<file path="src/rtl/multicycle_ctrl.sv">
// Multicycle CPU control FSM. The instruction is fetched in BEATS memory
// beats of MEM_W bits. Each beat loads one IR slice. The opcode is then
// decoded and the matching execute/memory/writeback sequence is stepped.
// Optional feature: define MULTICYCLE_CTRL_BNE_EN to add a BNE state
// (opcode 000101) that branches when the ALU zero flag is clear.
module multicycle_ctrl #(
    parameter int INSTR_W = 32,
    parameter int MEM_W   = 8,
    localparam int BEATS  = INSTR_W / MEM_W
) (
    input  logic             clk,
    input  logic             reset,
    input  logic [5:0]       opcode,
    input  logic             zero,
    input  logic             mem_ready,
    output logic             mem_read,
    output logic             mem_write,
    output logic [BEATS-1:0] ir_write,
    output logic             iord,
    output logic             mem_to_reg,
    output logic             reg_dst,
    output logic             reg_write,
    output logic             alu_src_a,
    output logic [1:0]       alu_src_b,
    output logic [1:0]       alu_op,
    output logic [1:0]       pc_source,
    output logic             pc_en,
    output logic             illegal_op,
    output logic [3:0]       state_dbg
);

    localparam int BW = (BEATS > 1) ? $clog2(BEATS) : 1;
    localparam logic [BW-1:0] LAST_BEAT = BW'(BEATS - 1);

    localparam logic [3:0] S_FETCH  = 4'd0;
    localparam logic [3:0] S_DECODE = 4'd1;
    localparam logic [3:0] S_MEMADR = 4'd2;
    localparam logic [3:0] S_MEMRD  = 4'd3;
    localparam logic [3:0] S_MEMWB  = 4'd4;
    localparam logic [3:0] S_MEMWR  = 4'd5;
    localparam logic [3:0] S_EXEC   = 4'd6;
    localparam logic [3:0] S_ALUWB  = 4'd7;
    localparam logic [3:0] S_ADDIEX = 4'd8;
    localparam logic [3:0] S_ADDIWB = 4'd9;
    localparam logic [3:0] S_BRANCH = 4'd10;
    localparam logic [3:0] S_JUMP   = 4'd11;
    localparam logic [3:0] S_BNE    = 4'd12;

    localparam logic [5:0] OP_R    = 6'b000000;
    localparam logic [5:0] OP_ADDI = 6'b001000;
    localparam logic [5:0] OP_BEQ  = 6'b000100;
    localparam logic [5:0] OP_BNE  = 6'b000101;
    localparam logic [5:0] OP_J    = 6'b000010;
    localparam logic [5:0] OP_LB   = 6'b100000;
    localparam logic [5:0] OP_SB   = 6'b101000;

    logic [3:0]    state_q, state_d;
    logic [BW-1:0] beat_q, beat_d;

    // Output decode view: while reset is held the outputs already show
    // FETCH beat 0, so nothing downstream sees a stale strobe.
    logic [3:0]    st;
    logic [BW-1:0] bt;
    logic          op_legal;

    assign st        = reset ? S_FETCH : state_q;
    assign bt        = reset ? '0 : beat_q;
    assign state_dbg = st;

    // Opcodes that DECODE knows how to dispatch.
    always_comb begin
        op_legal = 1'b0;
        case (opcode)
            OP_R, OP_ADDI, OP_BEQ, OP_J, OP_LB, OP_SB: op_legal = 1'b1;
`ifdef MULTICYCLE_CTRL_BNE_EN
            OP_BNE: op_legal = 1'b1;
`endif
            default: op_legal = 1'b0;
        endcase
    end

    // State and beat registers; synchronous reset wins over any transition.
    always_ff @(posedge clk) begin
        if (reset) begin
            state_q <= S_FETCH;
            beat_q  <= '0;
        end else begin
            state_q <= state_d;
            beat_q  <= beat_d;
        end
    end

    // Next-state logic; memory states stall until mem_ready.
    always_comb begin
        state_d = state_q;
        beat_d  = beat_q;
        case (state_q)
            S_FETCH: begin
                if (mem_ready) begin
                    if (beat_q == LAST_BEAT) begin
                        beat_d  = '0;
                        state_d = S_DECODE;
                    end else begin
                        beat_d = beat_q + BW'(1);
                    end
                end
            end
            S_DECODE: begin
                case (opcode)
                    OP_R:          state_d = S_EXEC;
                    OP_ADDI:       state_d = S_ADDIEX;
                    OP_BEQ:        state_d = S_BRANCH;
                    OP_J:          state_d = S_JUMP;
                    OP_LB, OP_SB:  state_d = S_MEMADR;
`ifdef MULTICYCLE_CTRL_BNE_EN
                    OP_BNE:        state_d = S_BNE;
`endif
                    default:       state_d = S_FETCH;
                endcase
            end
            S_MEMADR: state_d = (opcode == OP_LB) ? S_MEMRD : S_MEMWR;
            S_MEMRD:  if (mem_ready) state_d = S_MEMWB;
            S_MEMWB:  state_d = S_FETCH;
            S_MEMWR:  if (mem_ready) state_d = S_FETCH;
            S_EXEC:   state_d = S_ALUWB;
            S_ALUWB:  state_d = S_FETCH;
            S_ADDIEX: state_d = S_ADDIWB;
            S_ADDIWB: state_d = S_FETCH;
            S_BRANCH: state_d = S_FETCH;
            S_JUMP:   state_d = S_FETCH;
`ifdef MULTICYCLE_CTRL_BNE_EN
            S_BNE:    state_d = S_FETCH;
`endif
            default: begin
                state_d = S_FETCH;
                beat_d  = '0;
            end
        endcase
    end

    // Moore output decode; only ir_write/pc_en look at mem_ready/zero,
    // and illegal_op looks at the opcode while in DECODE.
    always_comb begin
        mem_read   = 1'b0;
        mem_write  = 1'b0;
        ir_write   = '0;
        iord       = 1'b0;
        mem_to_reg = 1'b0;
        reg_dst    = 1'b0;
        reg_write  = 1'b0;
        alu_src_a  = 1'b0;
        alu_src_b  = 2'b00;
        alu_op     = 2'b00;
        pc_source  = 2'b00;
        pc_en      = 1'b0;
        illegal_op = 1'b0;
        case (st)
            S_FETCH: begin
                mem_read  = 1'b1;
                alu_src_b = 2'b01;
                pc_en     = mem_ready;
                for (int i = 0; i < BEATS; i++)
                    ir_write[i] = mem_ready && (bt == BW'(i));
            end
            S_DECODE: begin
                alu_src_b  = 2'b11;
                illegal_op = ~op_legal;
            end
            S_MEMADR: begin
                alu_src_a = 1'b1;
                alu_src_b = 2'b10;
            end
            S_MEMRD: begin
                mem_read = 1'b1;
                iord     = 1'b1;
            end
            S_MEMWB: begin
                reg_write  = 1'b1;
                mem_to_reg = 1'b1;
            end
            S_MEMWR: begin
                mem_write = 1'b1;
                iord      = 1'b1;
            end
            S_EXEC: begin
                alu_src_a = 1'b1;
                alu_op    = 2'b10;
            end
            S_ALUWB: begin
                reg_write = 1'b1;
                reg_dst   = 1'b1;
            end
            S_ADDIEX: begin
                alu_src_a = 1'b1;
                alu_src_b = 2'b10;
            end
            S_ADDIWB: reg_write = 1'b1;
            S_BRANCH: begin
                alu_src_a = 1'b1;
                alu_op    = 2'b01;
                pc_source = 2'b01;
                pc_en     = zero;
            end
            S_JUMP: begin
                pc_source = 2'b10;
                pc_en     = 1'b1;
            end
`ifdef MULTICYCLE_CTRL_BNE_EN
            S_BNE: begin
                alu_src_a = 1'b1;
                alu_op    = 2'b01;
                pc_source = 2'b01;
                pc_en     = ~zero;
            end
`endif
            default: ;
        endcase
    end

endmodule

</file>
<file path="config.mk">
export PLATFORM = sky130hd
export DESIGN_NAME = multicycle_ctrl
export DESIGN_NICKNAME = d
export VERILOG_FILES = /design/src/rtl/multicycle_ctrl.sv
export SDC_FILE = /design/constraint.sdc
export NUM_CORES = 1
export LEC_CHECK = 0
export ABC_AREA = 0
export CAP_MARGIN = 10
export CORE_ASPECT_RATIO = 1.1
export CORE_MARGIN = 2
export CORE_UTILIZATION = 40
export DETAILED_ROUTE_END_ITERATION = 8
export MAX_ROUTING_LAYER = met4
export PLACE_DENSITY = 0.77
export RECOVER_POWER = 100
export SLEW_MARGIN = 10
export SYNTH_ARGS = -nofsm -noshare
export SYNTH_HDL_FRONTEND = slang
export SYNTH_SLANG_ARGS = --single-unit
</file>
<file path="constraint.sdc">
create_clock -name clk -period 2.4 [get_ports clk]
set_clock_uncertainty 0.1 [all_clocks]
set_input_delay 0.48 -clock clk [delete_from_list [all_inputs] [get_ports clk]]
set_output_delay 0.48 -clock clk [all_outputs]
set_load 0.02 [all_outputs]
</file>
# Word level (Yosys, flattened, before mapping)
# Index checks and enable logic that the tools add are counted.
# classes
mux	26
eq_ne	35
n_reduce_logical	18
bitwise_logic	2
add_sub_neg	1
# ops
operator	count
$eq A4 B3 Y1 const B	8
$eq A4 B4 Y1 const B	8
$pmux W4 S7	1
$mux W4	6
$pmux W4 S5	1
$eq A4 B2 Y1 const B	4
$eq A6 B6 Y1 const B	2
$pmux W2 S2	3
$reduce_or A11 Y1	1
$mux W1	9
$eq A4 B1 Y1 const B	2
$logic_not A4 Y1	2
$ne A2 B2 Y1 const B	4
$reduce_or A2 Y1	4
$eq A2 B2 Y1 const B	3
$eq A6 B2 Y1 const B	1
$eq A6 B3 Y1 const B	1
$eq A6 B4 Y1 const B	1
$logic_not A6 Y1	1
$mux W2	3
$pmux W2 S3	1
$reduce_or A6 Y1	1
$logic_and A1 B1 Y1	4
$reduce_and A4 Y1	1
other kinds (9)	10
# totals
input_bits	10
out_inout_bits	23
regBits	6
word_cells	84

# Longest topological paths before layout
# logic_depth
depth_word	5
depth_mapped	6
ltp_nobuf	5

# Worst setup path after synthesis
# Ideal clock, no wire load.
# synth_timing
kind	in2out
from	input port reset
to	output port pc_source[0]
path_buffers	2
cell_stages	4
path_slack_ns	-0.090
arrival_ns	1.910
t_required_ns	1.820
path_cell_list	clkbuf_1 -> nor2b_1 -> nor3b_1 -> buf_4
# synth_between
elab_chain_len	3
elab_cells_between_ends	4
cone_classes	eq/ne: 2; mux: 2
# synth_rtl
element	line_no	rtl
from (decl)	12	input logic reset,
$mux W4 (*)	66	assign st = reset ? S_FETCH : state_q;
via state_dbg[3]	29	output logic [3:0] state_dbg
$eq A4 B4 Y1	157	case (st)
$pmux W2 S2 (*)	157	
to (decl)	26	output logic [1:0] pc_source,
# The timed path passes the listed nets; every way through them passes the cells marked *.

# Worst setup path in the final report
# layout_timing
from	input port opcode[1]
to	output port illegal_op
# layout_between
elab_chain_len	5
elab_cells_between_ends	10
cone_classes	eq/ne: 5; mux: 2; bitwise: 1; reduce/logical: 2
# layout_rtl
element	line_no	rtl
from (decl)	13	input logic [5:0] opcode,
$eq A6 B6 Y1 (tied with other cells)	73	case (opcode)
$reduce_or A6 Y1 (*)	73	
$mux W1 (*)	73	
$not A1 Y1 (*)	167	illegal_op = ~op_legal;
$mux W1 (*)	157	
to (decl)	28	output logic illegal_op,
# Mark *: on every way between the ends. The rest lies on a longest branch, timed or not.

==> flow_metrics.env <==
export IMPL_grt_start_max_net_pins=20
export IMPL_grt_remaining_overflow=0
export IMPL_num_io_pins=33
export IMPL_cts_sink_count=6
export IMPL_cts_buffer_depth=2
export IMPL_synth_area_top_cells="dfxtp_1 15%, nor2_1 6.7%, a21oi_1 5.1%"
export IMPL_die_h_um=50.3
export IMPL_crit_cells=5
export IMPL_pre_cts_ws_ns=-0.409
export IMPL_placementRows=16
export IMPL_ctsRootBufferMaster="clkbuf_4"
export IMPL_numCtsBuffers=3
export IMPL_r2r_cells=6
export IMPL_ys_seq_area_share_pct=15.4
export IMPL_hold_viol=0
export IMPL_die_area_sq_um=2320
export IMPL_critical_path_required_ns=1.82
export IMPL_critPathLaunch="opcode[1]"
export IMPL_ir_drop_mv=0.399
export IMPL_yosys_area_top_type="dfxtp_1"
export IMPL_endpoint_kind="output port"
export IMPL_grt_pass1_wl_um=4070
export IMPL_synth_edf_count=0
export IMPL_cp_slowest_cell="clkdlybuf4s50_1"
export IMPL_p_per_area_nw_per_um2=228
export IMPL_ys_seq_elements=6
export IMPL_drt_total_wl_um=2460
export IMPL_cts_tree="yes"
export IMPL_viasPerCell=5.59
export IMPL_area_growth_pct=63.4
export IMPL_worst_slack_ns=0.0718
export IMPL_antenna_found_initial=0
export IMPL_cp_endpoint="illegal_op"
export IMPL_drtIter0Drc=16
export IMPL_crit_family="buffers and inverters"
export IMPL_grt_total_usage_pct=23.9
export IMPL_hp_class="flop to flop"
export IMPL_rsz0062_at_grt="true"
export IMPL_cts_max_level=1
export IMPL_worstSetupPathType="input pin to output port"
export IMPL_ys_flop_type="dfxtp_1"
export IMPL_crit_chain="clkdlybuf4s50_1, nor4_2, o21ai_0, and4b_1, clkbuf_2"
export IMPL_fp_coreArea_sq_um=1800
export IMPL_n_antenna_cell=0
export IMPL_dieWidth_um=46.1
export IMPL_fin_cells=185
export IMPL_critPathLaunchType="input pin"
export IMPL_min_from="beat_q[1]"
export IMPL_worstPathArrival_ns=1.75
export IMPL_status="complete, no violations"
export IMPL_avgRoutedWirePerCell_um=13.3
export IMPL_grt_pass1_vias=963
export IMPL_io_buffers=32
export IMPL_route_detailed_drc=0
export IMPL_dp_hpwl_um=1890
export IMPL_nets=180
export IMPL_synthArstFlopShare_pct=0
export IMPL_final_cell_mix="25 x buf_4, 16 x dlygate4sd2_1, 14 x nor2_1"
export IMPL_period_needed_ns=2.33
export IMPL_cts_clk_slew_worst_paths_ns=0.05
export IMPL_drv_cap=0
export IMPL_max_freq_mhz=430
export IMPL_cp_num_buf_inv=2
export IMPL_synth_nets=125
export IMPL_utilization_pct=70.7
export IMPL_synthDistinctLibCells=45
export IMPL_initial_utilization_pct=43.3
export IMPL_power_leakage_nw=0.635
export IMPL_synth_area_per_cell_sq_um=6.84
export IMPL_tightest_slew_ns=0.382
export IMPL_vias=1035
export IMPL_first_pass_iters=4
export IMPL_synthCells=114
export IMPL_finalCritPeriodShare_pct=97.0
export IMPL_routabilityCongestion=0.817
export IMPL_ctsHoldBuffers=0
export IMPL_setup_viol=0
export IMPL_placed_cells=182
export IMPL_finalMaxSlewViolations=0
export IMPL_cts_setup_buffers=0
export IMPL_slowest_delay_ns=0.45
export IMPL_yosysWarnings=0
export IMPL_finalSetupTns_ns=0
export IMPL_worstReg2RegStart="state_q[0]"
export IMPL_yosysTopAreaCellShare_pct=15.4
export IMPL_path_max_fanout=3
export IMPL_clk_insertion_delay_late_ns=0.25
export IMPL_mostFrequentLayoutCell="buf_4"
export IMPL_drive_gt1_share_pct=26.9
export IMPL_slew_headroom_pct=74.5
export IMPL_ant_nets=0
export IMPL_reg2reg_slack_ns=0.74
export IMPL_syn_area_sq_um=779
export IMPL_r2r_end="state_q[3]"
[per-layer routing]
metal	track usage, %	wire [um]	vias to the layer above
met4	2.86	2	0
met3	5.40	109	2
met5	-	0	-
met1	25.9	1000	471
li1	-	-	527
met2	44.0	1340	35
[flip-flops by register name, summed over array words and instances, names as in the netlist]
register,count
state_q,4
beat_q,2
[area by class of cell]
| class | count | area (sq um) |
|---|---|---|
| multi-input cells | 94 | 609 |
| fillers | 171 | 528 |
| inverters | 4 | 15.0 |
| flip-flops and latches | 6 | 121 |
| repair buffers | 60 | 483 |
| well taps | 18 | 22.5 |
| clock buffers | 3 | 22.5 |
[worst min-delay path by stage]
stage | endpoint | depth (start not counted)
after floorplan | beat_q[1] | 2
after global routing | beat_q[0] | 2
after CTS | beat_q[1] | 2
final | beat_q[1] | 2
after global placement | beat_q[1] | 2
after detailed placement | beat_q[1] | 2
[report_power, final]
part | switching, mW | internal (mW)
sequential | 0.00424 | 0.103
clock | 0.0397 | 0.0568
combinational | 0.0413 | 0.0461
[kinds of logic after synthesis]
| logic type | synth area share (%) |
|---|---|
| AND/OR/NAND/NOR | 44.9 |
| AO/OA/AOI/OAI | 25.4 |
| buffers and inverters | 7.86 |
| flip-flops | 15.4 |
| XOR/XNOR | 2.25 |
| multiplexers | 2.57 |
| adder cells (fa/ha/maj) | 1.60 |
[stage by stage]
| stage | area [sq um] | power [mW] | hold slack (ns) |
|---|---|---|---|
| floorplan | 785 | 0.145 | 0.393 |
| global placement | 1290 | 0.196 | 0.420 |
| detailed placement | 1290 | 0.199 | 0.450 |
| CTS | 1300 | 0.297 | 0.443 |
| global route | 1270 | 0.311 | 0.495 |
| finish | 1270 | 0.291 | 0.440 |
[timing repair]
action	4_1_cts	5_1_grt
endpoints found under the setup margin	23	13
resized for setup	32	19
cloned	0	0
hold endpoints to repair	0	0
[worst register-to-register path: stages, from the launching register on]
cell	delay (ns)
dfxtp_1	0.34
buf_6	0.17
and2b_1	0.20
nor4_1	0.08
a311oi_2	0.34
a31oi_1	0.16
nor4_1	0.17
[Yosys cell counts (2+ instances only)]
master,n
clkbuf_1,4
nor2_1,14
buf_2,4
and3_1,3
mux2i_1,2
nor2b_1,5
nand2b_1,3
nor4b_1,3
and2b_1,3
o21a_1,2
a31oi_1,3
nand3_1,5
nor3_1,4
nor4_1,4
nand2_1,5
o21ai_0,5
dfxtp_1,6
a21oi_1,8
or2_2,2
inv_1,4
No activity file was read; power rests on OpenSTA's default activity.
